`src/rtl/sc_dmem_arbiter.sv`:
```
// sc_dmem_arbiter
//   Two-requester arbiter in front of a single-ported data memory. r0 (CPU)
//   wins by default; r1 (loader) wins when it is the only requester or after
//   losing MAX_WAIT grants in a row. Each transaction takes three cycles:
//   grant (IDLE), memory access (ISSUE), completion (COMPLETE).
//
// Ports
//   clock, reset            rising-edge clock, synchronous active-high reset
//   rN_req/we/addr/wdata    request and operands, held by the requester until rN_gnt
//   rN_gnt                  one-cycle accept pulse
//   rN_done                 one-cycle completion pulse
//   rN_rdata                read data, valid with rN_done on reads, held otherwise
//   m_addr/m_wdata/m_we/m_en  memory request, m_en high only in ISSUE
//   m_rdata                 memory read data, valid the cycle after m_en
module sc_dmem_arbiter #(
    parameter int unsigned AW       = 32,
    parameter int unsigned DW       = 32,
    parameter int unsigned MAX_WAIT = 3
) (
    input  logic          clock,
    input  logic          reset,
    input  logic          r0_req,
    input  logic          r0_we,
    input  logic [AW-1:0] r0_addr,
    input  logic [DW-1:0] r0_wdata,
    output logic          r0_gnt,
    output logic          r0_done,
    output logic [DW-1:0] r0_rdata,
    input  logic          r1_req,
    input  logic          r1_we,
    input  logic [AW-1:0] r1_addr,
    input  logic [DW-1:0] r1_wdata,
    output logic          r1_gnt,
    output logic          r1_done,
    output logic [DW-1:0] r1_rdata,
    output logic [AW-1:0] m_addr,
    output logic [DW-1:0] m_wdata,
    output logic          m_we,
    output logic          m_en,
    input  logic [DW-1:0] m_rdata
);

    localparam int unsigned WCW = ($clog2(MAX_WAIT + 1) < 2) ? 2 : $clog2(MAX_WAIT + 1);
    localparam logic [WCW-1:0] MAX_WAIT_W = WCW'(MAX_WAIT);

    typedef enum logic [1:0] {
        IDLE     = 2'b00,
        ISSUE    = 2'b01,
        COMPLETE = 2'b10
    } state_t;

    state_t          state_q, state_d;
    logic [WCW-1:0]  wait_cnt_q, wait_cnt_d;
    logic            owner_q, owner_d;     // 0 = r0, 1 = r1
    logic            we_q, we_d;
    logic [AW-1:0]   addr_q, addr_d;
    logic [DW-1:0]   wdata_q, wdata_d;
    logic [DW-1:0]   rdata0_q, rdata0_d;
    logic [DW-1:0]   rdata1_q, rdata1_d;

    logic            any_req;
    logic            pick_r1;

    always_comb begin
        any_req = r0_req | r1_req;
        pick_r1 = r1_req & (~r0_req | (wait_cnt_q == MAX_WAIT_W));
    end

    // State register
    always_ff @(posedge clock) begin
        if (reset) state_q <= IDLE;
        else       state_q <= state_d;
    end

    // Next-state logic
    always_comb begin
        state_d = state_q;
        case (state_q)
            IDLE:     state_d = any_req ? ISSUE : IDLE;
            ISSUE:    state_d = COMPLETE;
            COMPLETE: state_d = IDLE;
            default:  state_d = IDLE;
        endcase
    end

    // Latched request, fairness counter and per-requester read data
    always_comb begin
        owner_d    = owner_q;
        we_d       = we_q;
        addr_d     = addr_q;
        wdata_d    = wdata_q;
        wait_cnt_d = wait_cnt_q;
        rdata0_d   = rdata0_q;
        rdata1_d   = rdata1_q;
        if (state_q == IDLE) begin
            if (any_req) begin
                owner_d = pick_r1;
                we_d    = pick_r1 ? r1_we    : r0_we;
                addr_d  = pick_r1 ? r1_addr  : r0_addr;
                wdata_d = pick_r1 ? r1_wdata : r0_wdata;
            end
            if (!r1_req || pick_r1)
                wait_cnt_d = '0;
            else if (wait_cnt_q != MAX_WAIT_W)
                wait_cnt_d = wait_cnt_q + WCW'(1);
        end
        if (state_q == COMPLETE && !we_q) begin
            if (owner_q) rdata1_d = m_rdata;
            else         rdata0_d = m_rdata;
        end
    end

    always_ff @(posedge clock) begin
        if (reset) begin
            owner_q    <= 1'b0;
            we_q       <= 1'b0;
            addr_q     <= '0;
            wdata_q    <= '0;
            wait_cnt_q <= '0;
            rdata0_q   <= '0;
            rdata1_q   <= '0;
        end else begin
            owner_q    <= owner_d;
            we_q       <= we_d;
            addr_q     <= addr_d;
            wdata_q    <= wdata_d;
            wait_cnt_q <= wait_cnt_d;
            rdata0_q   <= rdata0_d;
            rdata1_q   <= rdata1_d;
        end
    end

    // Outputs. Pulses are gated by reset so an in-flight transaction is
    // dropped in the reset cycle itself. Read data is bypassed from m_rdata
    // during COMPLETE so it is valid together with done; the registered copy
    // holds it afterwards.
    always_comb begin
        r0_gnt   = 1'b0;
        r1_gnt   = 1'b0;
        r0_done  = 1'b0;
        r1_done  = 1'b0;
        m_en     = 1'b0;
        m_we     = 1'b0;
        m_addr   = addr_q;
        m_wdata  = wdata_q;
        r0_rdata = rdata0_q;
        r1_rdata = rdata1_q;
        if (!reset) begin
            case (state_q)
                IDLE: begin
                    if (any_req) begin
                        r1_gnt = pick_r1;
                        r0_gnt = ~pick_r1;
                    end
                end
                ISSUE: begin
                    m_en = 1'b1;
                    m_we = we_q;
                end
                COMPLETE: begin
                    r1_done = owner_q;
                    r0_done = ~owner_q;
                    if (!we_q) begin
                        if (owner_q) r1_rdata = m_rdata;
                        else         r0_rdata = m_rdata;
                    end
                end
                default: ;
            endcase
        end
    end

endmodule
```
`config.mk`:
```
export PLATFORM = sky130hd
export DESIGN_NAME = sc_dmem_arbiter
export DESIGN_NICKNAME = d
export VERILOG_FILES = /design/src/rtl/sc_dmem_arbiter.sv
export SDC_FILE = /design/constraint.sdc
export NUM_CORES = 1
export LEC_CHECK = 0
export ABC_AREA = 1
export CORE_MARGIN = 3
export CORE_UTILIZATION = 41
export CTS_CLUSTER_DIAMETER = 50
export DETAILED_ROUTE_END_ITERATION = 7
export GPL_TIMING_DRIVEN = 0
export PLACE_DENSITY = 0.76
export SLEW_MARGIN = 15
export SYNTH_ARGS = -nofsm -noshare
export SYNTH_HDL_FRONTEND = slang
export SYNTH_SLANG_ARGS = --single-unit
```
`constraint.sdc`:
```
create_clock -name clock -period 3.1 [get_ports clock]
set_input_delay 0.93 -clock clock [delete_from_list [all_inputs] [get_ports clock]]
set_output_delay 0.93 -clock clock [all_outputs]
set_load 0.02 [all_outputs]
```
==> impl_metrics.toml <==
[synthesis]
netlist_area_sq_mm = 0.00680
synth_cells = 1105
ys_ff_latch = 134
ys_seq_area_share_pct = 39.4
synth_warnings = 0
synth_ff_type = "dfxtp_1"
syn_avg_cell_area_sq_um = 6.16
synthArstFlopShare_pct = 0
synthDistinctLibCells = 20
synth-edff-count = 0
synth_fp_nets = 1272

[layout]
area_delta_synth_final_pct = 58.3
layout-drive-gt1-share_pct = 9.93
fillers = 1435
nNetsFinal = 1594
final_area_sq_mm = 0.0108

[timing]
worst_pin_slew_ns = 0.541
finalCriticalPeriod_ns = 3.04
rsz0062_at_grt = "yes"
final-setup-viol-count = 0
timing.final.hold_violations = 0
holdWs_ns = 0.485
slew_headroom_pct = 63.9
fin_skew_ns = 0.00879
slew_violations = 0
fmax_mhz = 329
period_share_pct = 98.0

[worst_setup_path]
path_max_fanout = 7
end_kind = "output pin"
cp.required_ns = 2.17
critical_path_class = "in -> out"
critPathArrivalTime_ns = 2.11
cp-start-kind = "input pin"

[status]
outcome = "finished clean"

[clocking]
cts_buffer_depth = 2
cts_tree = "done"
root_buffer = "clkbuf_16"
clock-sinks = 134
path_clk_slew_ns = 0.06
clk_latency_ns = 0.42
htreeDepth = 4
cts_buffers = 17

[global_routing]
grt_pass1_wl_um = 38600
grt_usage_pct = 26.7
gr-total-overflow = 0
grt_pass1_vias = 7543
antenna_found_initial = 3
grt_max_degree = 17

[pwr]
switching_share_pct = 28.6
power_frac_comb_pct = 22.4
p_leak_nw = 5.96
clockPowerShare_pct = 40.9
irDropWorstVdd_v = 0.000352
p_int_w = 0.00367
p_sw_w = 0.00147
power_density_mw_per_mm2 = 478
seqPwrFrac_pct = 36.7

[route]
drc_errors = 0
vias_per_cell = 4.81
top_layer = "met5"
via_count = 7968
wl_um = 25000
wl_per_cell_um = 15.1
wl_met2_um = 12300
wl_met3_um = 2370
final_antenna_net_count = 0
dr.pass1.iters = 5
drt_iter0_drc = 450
wl_met1_um = 9810

[floorplanning]
die_h_um = 135
ios = 300
dieWidth_um = 135
start_util_pct = 42.4
core-area_sq_mm = 0.0161
rows = 46
dieArea_sq_mm = 0.0182

[min_path]
hold_path_class = "reg -> reg"

[place]
portBuffers = 297
place_area_sq_mm = 0.0100
dpl.hpwl_um = 19000
place_congestion = 0.910

[run]
cap_violations = 0
-- Yosys cell counts (2+ instances only) --
cell type | n | area (sq um)
nand3_1 | 193 | 966
nand2_1 | 416 | 1560
inv_2 | 3 | 11.3
buf_4 | 2 | 15.0
nor2_1 | 3 | 11.3
buf_1 | 13 | 48.8
dfxtp_1 | 134 | 2680
nand4_1 | 52 | 325
clkbuf_1 | 22 | 82.6
nor3_1 | 4 | 20.0
buf_2 | 34 | 170
a21oi_1 | 2 | 10.0
nor2_2 | 4 | 25.0
inv_1 | 217 | 815
-- cell usage in the layout (no fill, tap or decap), types with 4 or more instances in the layout --
cell	instances
nand2_1	415
inv_1	215
nand3_1	193
clkinvlp_4	5
clkbuf_16	17
clkbuf_2	16
inv_2	4
nand4_1	52
nor3_1	4
dlygate4sd2_1	19
clkdlybuf4s15_2	34
buf_2	26
buf_4	15
clkbuf_1	16
clkdlybuf4s50_1	226
nor2_4	4
dfxtp_1	133
buf_1	10
clkdlybuf4s15_1	6
-- flip-flops by register name, indices dropped and copies added (netlist names) --
name / count
m_addr: 32
m_wdata: 32
owner_q: 1
rdata0_q: 32
rdata1_q: 32
state_q: 2
wait_cnt_q: 2
we_q: 1
-- power groups by stage --
stage               Clock [W]  Sequential (W)  Combinational [W]
CTS                   0.00213         0.00189            0.00115
floorplan                   0         0.00200           0.000481
finish                0.00211         0.00189            0.00115
global placement            0         0.00192            0.00115
global route          0.00219         0.00190            0.00125
detailed placement          0         0.00192            0.00116
-- final cells by class --
class,count,area (sq um),area share (%)
Clock inverter,12,151,1.41
Clock buffer,20,467,4.33
Antenna cell,1,2.50,0.0232
Multi-Input combinational cell,680,3010,28.0
Timing Repair Buffer,303,2980,27.7
Sequential cell,134,2680,24.9
Inverter,220,828,7.69
Buffer,71,365,3.39
Tap cell,216,270,2.51
-- cells by family after synthesis --
logic type	Yosys count	share of synthesized area [%]
DFF	134	39.4
AOI/OAI and AO/OA	4	0.405
buffers and inverters	291	16.8
and+or+nand+nor	675	43.2
adders and majority gates	1	0.184
-- worst max-delay path: stages --
cell and delay, ns:
dlygate4sd2_1 0.30, nand2_4 0.15, nand2_1 0.11, nor2_4 0.13, nand2_1 0.11, inv_4 0.11
clkdlybuf4s15_2 0.27
-- worst paths after layout --
| kind | slack [ns] | depth (start not counted) | startpoint | end |
|---|---|---|---|---|
| worst max register to register | 1.43 | 7 | state_q[1] | m_addr[21] |
| worst min-delay path | 0.49 | 2 | wait_cnt_q[1] | wait_cnt_q[1] |
| worst max-delay path | 0.06 | 7 | r0_req | r1_gnt |
| worst min register to register | 0.49 | 2 | wait_cnt_q[1] | wait_cnt_q[1] |
-- per-stage QoR --
step / worst slack (ns) / instances / utilization (%) / total power [W] / setup TNS [ns]
after detailed placement: -0.882 / 1618 / 62.6 / 0.00308 / -32.51
after global routing: -0.00528 / 1657 / 67.0 / 0.00534 / -0.00966
after CTS: -0.0000242 / 1652 / 67.0 / 0.00517 / -0.0000242
after global placement: -0.858 / 1618 / 62.6 / 0.00307 / -31.51
after floorplan: 0.241 / 1105 / - / 0.00248 / 0
final: 0.0620 / 1657 / 67.0 / 0.00515 / 0
-- what timing repair did --
item                       4_1_cts  5_1_grt
resized for setup              174       30
setup buffers                    2        4
setup endpoints to repair       69       62
hold buffers                     0        0
pin swaps                        1        0
-- per-layer routing --
| metal | vias up | global-route usage, % |
|---|---|---|
| li1 | 4014 | - |
| met3 | 38 | 9.02 |
| met4 | 4 | 8.88 |
| met5 | - | 0 |
| met1 | 3600 | 30.9 |
| met2 | 312 | 46.5 |
(Power assumes the default switching activity.)
